### src/rtl/alu_sched_pkg.sv
// Shared types and constants for the two-client ALU scheduler.
// Imported by the arbiter and the scheduler top.
package alu_sched_pkg;

  typedef enum logic [1:0] {
    IDLE  = 2'd0,
    ISSUE = 2'd1,
    WAIT  = 2'd2
  } state_e;

  localparam int FLG_ERR   = 5;
  localparam int FLG_OFLOW = 4;
  localparam int FLG_COUT  = 3;
  localparam int FLG_G     = 2;
  localparam int FLG_L     = 1;
  localparam int FLG_E     = 0;
  localparam int NFLAGS    = FLG_ERR + 1;

  localparam int CMD_MUL_INC = 9;
  localparam int CMD_MUL_SHL = 10;

  localparam logic [1:0] IV_NONE = 2'b00;
  localparam logic [1:0] IV_BOTH = 2'b11;

  localparam int CNT_W = 8;

  function automatic logic is_mul(
    input logic mode,
    input int   cmd
  );
    return mode &&
      (cmd == CMD_MUL_INC ||
       cmd == CMD_MUL_SHL);
  endfunction

endpackage

### src/rtl/alu_rr_arb.sv
// Two-way round-robin arbiter.
// o_last is the requester granted most recently.
module alu_rr_arb
  import alu_sched_pkg::*;
(
  input  logic       i_clk,
  input  logic       i_rst_n,
  input  logic [1:0] i_valid,
  input  logic       i_en,
  input  logic       i_upd,
  output logic [1:0] o_gnt,
  output logic       o_last
);

  logic       r_last;
  logic [1:0] w_gnt;

  // single valid wins; on a tie the one not granted last wins
  always_comb begin
    w_gnt = 2'b00;
    if (i_en) begin
      unique case (i_valid)
        2'b01:   w_gnt = 2'b01;
        2'b10:   w_gnt = 2'b10;
        2'b11:   w_gnt = r_last ? 2'b01 : 2'b10;
        default: w_gnt = 2'b00;
      endcase
    end
  end

  // last-grant pointer; reset value makes requester 0 favoured
  always_ff @(posedge i_clk or negedge i_rst_n) begin
    if (!i_rst_n) begin
      r_last <= 1'b1;
    end else if (i_upd) begin
      r_last <= w_gnt[1];
    end
  end

  assign o_gnt  = w_gnt;
  assign o_last = r_last;

endmodule

### src/rtl/alu_req_sched.sv
// Shares one ALU between two valid/ready clients.
// Issues one op, waits its latency, returns tagged result.
module alu_req_sched
  import alu_sched_pkg::*;
#(
  parameter int N       = 8,
  parameter int M       = 4,
  parameter int LAT     = 1,
  parameter int MUL_LAT = 2
) (
  input  logic              CLK,
  input  logic              RST,
  input  logic              REQ0_VALID,
  output logic              REQ0_READY,
  input  logic [M-1:0]      REQ0_CMD,
  input  logic              REQ0_MODE,
  input  logic              REQ0_CIN,
  input  logic [N-1:0]      REQ0_OPA,
  input  logic [N-1:0]      REQ0_OPB,
  input  logic              REQ1_VALID,
  output logic              REQ1_READY,
  input  logic [M-1:0]      REQ1_CMD,
  input  logic              REQ1_MODE,
  input  logic              REQ1_CIN,
  input  logic [N-1:0]      REQ1_OPA,
  input  logic [N-1:0]      REQ1_OPB,
  output logic              ALU_CE,
  output logic [1:0]        ALU_INP_VALID,
  output logic [M-1:0]      ALU_CMD,
  output logic              ALU_MODE,
  output logic              ALU_CIN,
  output logic [N-1:0]      ALU_OPA,
  output logic [N-1:0]      ALU_OPB,
  input  logic [N:0]        ALU_RES,
  input  logic [NFLAGS-1:0] ALU_FLAGS,
  output logic              RSP_VALID,
  output logic              RSP_ID,
  output logic [N:0]        RSP_RES,
  output logic [NFLAGS-1:0] RSP_FLAGS
);

  state_e            r_state;
  state_e            w_next;
  logic [1:0]        w_valid;
  logic [1:0]        w_gnt;
  logic              w_last;
  logic              w_hs;
  logic              w_idle;
  logic              w_cap;
  logic [CNT_W-1:0]  r_cnt;
  logic [M-1:0]      r_cmd;
  logic              r_mode;
  logic              r_cin;
  logic [N-1:0]      r_opa;
  logic [N-1:0]      r_opb;
  logic              r_rsp_valid;
  logic              r_rsp_id;
  logic [N:0]        r_rsp_res;
  logic [NFLAGS-1:0] r_rsp_flags;

  assign w_valid = {REQ1_VALID, REQ0_VALID};
  assign w_idle  = (r_state == IDLE);
  assign w_hs    = |w_gnt;
  assign w_cap   = (r_state == WAIT) &&
                   (r_cnt == CNT_W'(1));

  alu_rr_arb u_arb (
    .i_clk   (CLK),
    .i_rst_n (RST),
    .i_valid (w_valid),
    .i_en    (w_idle),
    .i_upd   (w_hs),
    .o_gnt   (w_gnt),
    .o_last  (w_last)
  );

  // state register
  always_ff @(posedge CLK or negedge RST) begin
    if (!RST) begin
      r_state <= IDLE;
    end else begin
      r_state <= w_next;
    end
  end

  // next-state: accept, issue for one cycle, wait out latency
  always_comb begin
    w_next = r_state;
    unique case (r_state)
      IDLE:    if (w_hs) w_next = ISSUE;
      ISSUE:   w_next = WAIT;
      WAIT:    if (w_cap) w_next = IDLE;
      default: w_next = IDLE;
    endcase
  end

  // FSM outputs: ready only while idle, ALU enabled while busy
  always_comb begin
    REQ0_READY    = w_gnt[0];
    REQ1_READY    = w_gnt[1];
    ALU_CE        = 1'b0;
    ALU_INP_VALID = IV_NONE;
    if (!w_idle) begin
      ALU_CE        = 1'b1;
      ALU_INP_VALID = IV_BOTH;
    end
  end

  // latch the granted payload; it stays on the ALU bus afterwards
  always_ff @(posedge CLK or negedge RST) begin
    if (!RST) begin
      r_cmd  <= '0;
      r_mode <= 1'b0;
      r_cin  <= 1'b0;
      r_opa  <= '0;
      r_opb  <= '0;
    end else if (w_hs) begin
      if (w_gnt[1]) begin
        r_cmd  <= REQ1_CMD;
        r_mode <= REQ1_MODE;
        r_cin  <= REQ1_CIN;
        r_opa  <= REQ1_OPA;
        r_opb  <= REQ1_OPB;
      end else begin
        r_cmd  <= REQ0_CMD;
        r_mode <= REQ0_MODE;
        r_cin  <= REQ0_CIN;
        r_opa  <= REQ0_OPA;
        r_opb  <= REQ0_OPB;
      end
    end
  end

  // latency counter: loaded on issue, counts down while waiting
  always_ff @(posedge CLK or negedge RST) begin
    if (!RST) begin
      r_cnt <= '0;
    end else if (r_state == ISSUE) begin
      if (is_mul(r_mode, int'(r_cmd))) begin
        r_cnt <= CNT_W'(MUL_LAT);
      end else begin
        r_cnt <= CNT_W'(LAT);
      end
    end else if (r_state == WAIT) begin
      r_cnt <= r_cnt - CNT_W'(1);
    end
  end

  // capture result; the grant pointer still names the owner here
  always_ff @(posedge CLK or negedge RST) begin
    if (!RST) begin
      r_rsp_valid <= 1'b0;
      r_rsp_id    <= 1'b0;
      r_rsp_res   <= '0;
      r_rsp_flags <= '0;
    end else begin
      r_rsp_valid <= w_cap;
      if (w_cap) begin
        r_rsp_id    <= w_last;
        r_rsp_res   <= ALU_RES;
        r_rsp_flags <= ALU_FLAGS;
      end
    end
  end

  assign ALU_CMD   = r_cmd;
  assign ALU_MODE  = r_mode;
  assign ALU_CIN   = r_cin;
  assign ALU_OPA   = r_opa;
  assign ALU_OPB   = r_opb;
  assign RSP_VALID = r_rsp_valid;
  assign RSP_ID    = r_rsp_id;
  assign RSP_RES   = r_rsp_res;
  assign RSP_FLAGS = r_rsp_flags;

endmodule

### config.mk
export PLATFORM = sky130hd
export DESIGN_NAME = alu_req_sched
export DESIGN_NICKNAME = d
export VERILOG_FILES = /design/src/rtl/alu_sched_pkg.sv /design/src/rtl/alu_rr_arb.sv /design/src/rtl/alu_req_sched.sv
export SDC_FILE = /design/constraint.sdc
export NUM_CORES = 1
export LEC_CHECK = 0
export CAP_MARGIN = 10
export CORE_MARGIN = 1
export CORE_UTILIZATION = 31
export DETAILED_ROUTE_END_ITERATION = 8
export SETUP_SLACK_MARGIN = 0.1
export SYNTH_ARGS = -nofsm -noshare
export SYNTH_HDL_FRONTEND = slang
export SYNTH_HIERARCHICAL = 1
export SYNTH_SLANG_ARGS = --single-unit
### constraint.sdc
create_clock -name CLK -period 2.95 [get_ports CLK]
set_clock_uncertainty 0.05 [all_clocks]
set_input_delay 0.59 -clock CLK [delete_from_list [all_inputs] [get_ports CLK]]
set_output_delay 0.59 -clock CLK [all_outputs]
set_load 0.005 [all_outputs]
# [Word level (Yosys, flattened, before mapping)]
# Cells that the tools add are included.
[classes] reduce_logical=7 n_addsub=1 n_eq_ne=10 mux=16
[ops] op="two-way mux 8 bit" n=4
[ops] op="two-way mux 2 bit" n=6
[ops] op="one-hot mux 2 bit (3 select lines)" n=2
[ops] op="== test 4 bit, second input constant" n=2
[ops] op="== test 8 x 1 -> 1 bit, second input constant" n=1
[ops] op="subtractor 8 x 1 -> 8 bit, second input constant" n=1
[ops] op="== test 2 bit, second input constant" n=3
[ops] op="== test 2 x 1 -> 1 bit, second input constant" n=2
[ops] op="two-way mux 4 bit" n=1
[ops] op="inequality test 2 bit, second input constant" n=2
[ops] op="two-way mux 1 bit" n=3
[ops] op="logical AND 1 bit" n=2
[ops] op="zero test 2 bit" n=1
[ops] op="AND reduction 2 bit" n=1
[ops] op="nonzero test 2 bit" n=1
[ops] op="OR reduction 2 bit" n=1
[ops] op="logical OR 1 bit" n=1
[totals] input_bits=63 out_inout_bits=44 word_cells=46 reg_bits=50

# [Depth between registers and ports, before layout]
# Gate-level depths: netlist (run 1).
[logic_depth] word_depth=6 ltp_mapped=8

# [Hierarchy]
# The synthesis (run 1) kept the hierarchy.
[by_module_without_submodules] mod="alu_req_sched" cells_each=205 area_each_um2=2353.5 seq_area_each_um2=1226.2 instances=1
[by_module_without_submodules] mod="alu_rr_arb" cells_each=8 area_each_um2=66.3 seq_area_each_um2=26.3 instances=1

# [Worst setup path before layout (run 1)]
# OpenSTA, ideal clock, no wires.
[synth_timing] kind="register to register" startpoint="register r_state[0]" endpoint="register r_state[1]" setup_slack_ps=1082 arrival_ps=1732 n_path_buf=1 required_time_ps=2813 setup_ps=87 period_less_slack_ps=1868 stages_incl_launch_ff=8 cell_sequence="dfrtp_1 > inv_1 > ha_1 > and3_2 > clkbuf_1 > or2_2 > or3_1 > o211ai_1"
[synth_between] elab_chain_len=5 elab_cells_between_ends=10 classes_between="eq/ne: 4; mux: 2; reduce/logical: 4"
[synth_lines] item="start: declaration" line_no="alu_req_sched.sv:42" rtl="state_e r_state;"
[synth_lines] item="start signal: assignment" line_no="alu_req_sched.sv:82" rtl="r_state <= w_next;"
[synth_lines] item="zero test 2 bit" line_no="alu_req_sched.sv:62" rtl="assign w_idle = (r_state == IDLE);"
[synth_lines] item="via w_idle" line_no="alu_req_sched.sv:48" rtl="logic w_idle;"
[synth_lines] item="two-way mux 2 bit" line_no="alu_rr_arb.sv:21" rtl="if (i_en) begin"
[synth_lines] item="via REQ1_READY" line_no="alu_req_sched.sv:21" rtl="output logic REQ1_READY,"
[synth_lines] item="OR reduction 2 bit" line_no="alu_req_sched.sv:63" rtl="assign w_hs = |w_gnt;"
[synth_lines] item="via w_hs" line_no="alu_req_sched.sv:47" rtl="logic w_hs;"
[synth_lines] item="inequality test 2 bit (no line)"
[synth_lines] item="AND reduction 2 bit (no line)"
# The timed path passes the listed nets, and every way through them passes these cells.
# A chain may end at the register's enable or synchronous reset.

# [Final worst setup path (run 1)]
[layout_timing] startpoint="input REQ1_VALID" endpoint="output REQ1_READY"
[layout_between] elab_chain_len=3 elab_cells_between_ends=5 classes_between="eq/ne: 3; mux: 2"
[layout_lines] item="start: declaration" line_no="alu_req_sched.sv:20" rtl="input logic REQ1_VALID,"
[layout_lines] item="== test 2 bit / == test 2 x 1 -> 1 bit (equally long branches)" line_no="alu_rr_arb.sv:22" rtl="unique case (i_valid)"
[layout_lines] item="one-hot mux 2 bit (3 select lines) *" line_no="alu_rr_arb.sv:22"
[layout_lines] item="two-way mux 2 bit *" line_no="alu_rr_arb.sv:21"
[layout_lines] item="end: declaration" line_no="alu_req_sched.sv:21"
# Every way passes the cells marked *; elsewhere a longest branch is shown, timed or not.

==> flow_summary.json, run 1 <==
{
  "outcome": "completed",
  "vias": 1949,
  "power_uw": 1247,
  "crit_path_frequent_cell": "clkdlybuf4s50_1",
  "clk_path_buf_depth": 2,
  "setup-tns-final_ns": 0,
  "worstSkewPairLatency_ns": 0.30,
  "initial_core_util_pct": 32.66,
  "leakagePower_uw": 0.001561,
  "post-route-min-period_ns": 2.648,
  "place_hpwl_um": 4237,
  "netlist.area_leader.share_pct": 50.67,
  "p_comb_share_pct": 10.6,
  "postCtsHoldBufs": 0,
  "clk_pin_slew_ns": 0.09,
  "cts_sinks": 50,
  "synth_top_area_cell": "dfrtp_1",
  "yosysSeqAreaShare_pct": 51.76,
  "use_met2_pct": 23.66,
  "yosysMostFrequentCell": "dfrtp_1",
  "async_reset_ff_share_pct": 100.0,
  "met1_usage_pct": 18.13,
  "max_stage_delay_ns": 0.54,
  "cts_setup_buffers": 0,
  "synth_edf_count": 0,
  "cts_buffers": 5,
  "gp_congestion": 0.7550,
  "p_int_uw": 983.6,
  "top_usage_layer": "met2",
  "crit_type": "input pin to output port",
  "slowest_stage": "clkdlybuf4s50_1",
  "worst_slew_pin_slew_ns": 0.9136,
  "synthTopCellsByCount": "dfrtp_1, nand2_1, o21ai_0",
  "crit_chain": "clkdlybuf4s50_1 > and3_2 > clkdlybuf4s50_1",
  "p_switching_uw": 263.5,
  "regToRegEndpoint": "r_state[1]",
  "synth_warnings": 6,
  "cts_resized": 0,
  "io_buffers": 106,
  "pwr-share-seq_pct": 56.2,
  "finalMaxSlewViolations": 0,
  "antenna_found_initial": 0,
  "relSlewSlack_pct": 39.09,
  "viasPerCell": 4.685,
  "max_freq_ghz": 0.3777,
  "diodes": 0,
  "grt-ovfl-total": 0,
  "critPathBufInv": 2,
  "finalCoreUtilization_pct": 49.43,
  "finalHoldViolations": 0,
  "syn_area_um2": 2420,
  "dp_cells": 408,
  "ys_ff_latch": 50,
  "worstSetupStartpointType": "input pin",
  "power.density_nw_per_um2": 340.5,
  "synth_flop_cell": "dfrtp_1",
  "drtAntennaViolNets": 0,
  "vdd_ir_drop_max_mv": 0.1861,
  "r2r_slack_ns": 0.90,
  "wl_per_cell_um": 13.69,
  "reg2reg_from": "r_state[0]",
  "worst_path_dominant_cell_family": "buffers and inverters",
  "die_area_um2": 8163,
  "rr_worst_depth": 8,
  "grt_max_degree": 42,
  "fp.dieH_um": 90.35,
  "postSynthCellCount": 213,
  "hold_path_class": "input pin to asynchronous set/reset pin",
  "syn_to_final_growth_pct": 51.34,
  "critPathCaptureType": "output port",
  "arrival_ns": 2.01,
  "ios": 107,
  "cts_root_buf": "clkbuf_8",
  "num_rows": 31,
  "die_x_um": 90.35,
  "swShare_pct": 21.13,
  "finalSetupViolCount": 0,
  "syn_nets": 281,
  "drt_wl_total_um": 5693,
  "p_clk_share_pct": 33.3,
  "initialDrtViolationCount": 52,
  "drtPass1Iterations": 4,
  "synth_area_leaders": "dfrtp_1, mux2i_1, o21ai_0",
  "synth_cell_types": 38,
  "fin_nets": 384,
  "grtUsageTotal_pct": 14.47,
  "required_ns": 2.31,
  "h-tree-depth": 2,
  "use_met3_pct": 4.798,
  "drive_above_1_share_pct": 11.04,
  "route.detailed.drc": 0,
  "synth_area_per_cell_um2": 11.36,
  "maxCapViolCount": 0,
  "hold-worst-slack_ns": 0.3568,
  "first_global_vias": 1949,
  "cts_tree": "yes",
  "grt_pass1_wl_um": 9473,
  "rsz0062_at_grt": "no",
  "finalCritPeriodShare_pct": 89.75,
  "stdcell_count": 416,
  "fillCellCount": 686,
  "core_um2": 7408,
  "crit_fanout": 12
}
registers in the layout, indices dropped and copies added (netlist names), 2 cells and up:
register   flops
r_cnt          8
ALU_CMD        4
RSP_FLAGS      6
ALU_OPA        8
ALU_OPB        8
r_state        2
RSP_RES        9
routing by layer:
metal  part of all wire [%]  wire length (um)
met1                     43              2460
met2                     48              2748
met3                    6.9               390
met4                    1.7                94
met5                      0                 0
kinds of logic (layout without fill, tap and decap cells):
family	Yosys count	after routing	share of synthesized area (%)
flip-flops	50	50	51.76
XOR/XNOR	1	1	0.3620
buffers and inverters	23	127	4.292
multiplexers	38	38	17.94
adder cells (fa/ha/maj)	5	5	2.585
AND/OR/NAND/NOR	52	52	11.89
AO/OA/AOI/OAI	44	44	11.17
power by group through the flow:
| stage | clock network (uW) | logic (uW) | registers, uW |
|---|---|---|---|
| after floorplan | 0 | 13.0 | 715 |
| after global routing | 458 | 143 | 702 |
| after CTS | 435 | 135 | 701 |
| after global placement | 0 | 134 | 713 |
| final | 415 | 132 | 700 |
| after detailed placement | 0 | 134 | 714 |
metrics by stage:
stage	cell area, um2	worst slack (ns)
after global placement	3567	0.3200
after detailed placement	3567	0.3006
after floorplan	2420	1.082
final	3662	0.3024
after CTS	3662	0.2976
after global routing	3662	0.2387
layout by cell type (no fill, tap or decap), drive strengths merged:
cell type | netlist | routed
ha | 5 | 5
nand4b | 1 | 1
nand4 | 2 | 2
inv | 10 | 10
o221ai | 2 | 2
o211ai | 3 | 3
clkdlybuf4s50 | 0 | 105
dfrtp | 49 | 49
clkinvlp | 0 | 1
o21ai | 28 | 28
a22o | 2 | 2
o211a | 1 | 1
o21a | 1 | 1
nor2b | 2 | 2
a21oi | 2 | 2
nand3 | 2 | 2
and3b | 1 | 1
a41o | 1 | 1
mux2i | 22 | 22
clkbuf | 8 | 6
nor4b | 1 | 1
or2 | 1 | 1
buf | 5 | 4
clkinv | 0 | 1
nor2 | 3 | 3
nand2b | 2 | 2
mux2 | 16 | 16
and3 | 1 | 1
nor3b | 1 | 1
nor4 | 1 | 1
nand2 | 29 | 29
nor3 | 3 | 3
or3 | 2 | 2
xnor2 | 1 | 1
dfstp | 1 | 1
a211o | 4 | 4
worst max path at each step:
| stage | start | slack (ns) | depth (start not counted) | to |
|---|---|---|---|---|
| 6_report | REQ1_VALID | 0.30 | 3 | REQ1_READY |
| 3_3_place_gp | REQ1_VALID | 0.32 | 3 | REQ1_READY |
| 3_5_place_dp | REQ1_VALID | 0.30 | 3 | REQ1_READY |
| 5_1_grt | r_state[1] | 0.24 | 4 | REQ1_READY |
| 2_1_floorplan | r_state[0] | 1.08 | 7 | r_state[1] |
| 4_1_cts | REQ1_VALID | 0.30 | 3 | REQ1_READY |
layout make-up:
class | count | area, um2 | area share, %
Clock inverter | 2 | 12.51 | 0.3416
Tap cell | 99 | 123.9 | 3.382
Clock buffer | 6 | 82.58 | 2.255
Sequential cell | 50 | 1252 | 34.20
Inverter | 10 | 37.54 | 1.025
Timing Repair Buffer | 109 | 1079 | 29.45
Multi-Input combinational cell | 140 | 1075 | 29.35
Note: power is estimated with default switching activity, not from simulation.
==> run 2: changes to the inputs <==
--- a/config.mk
+++ b/config.mk
@@ -14,3 +14,4 @@
 export SYNTH_HDL_FRONTEND = slang
 export SYNTH_HIERARCHICAL = 1
 export SYNTH_SLANG_ARGS = --single-unit
+export TNS_END_PERCENT = 1
==> results of run 2 <==
The final DEF is identical to that of run 1; final timing and power are the same.
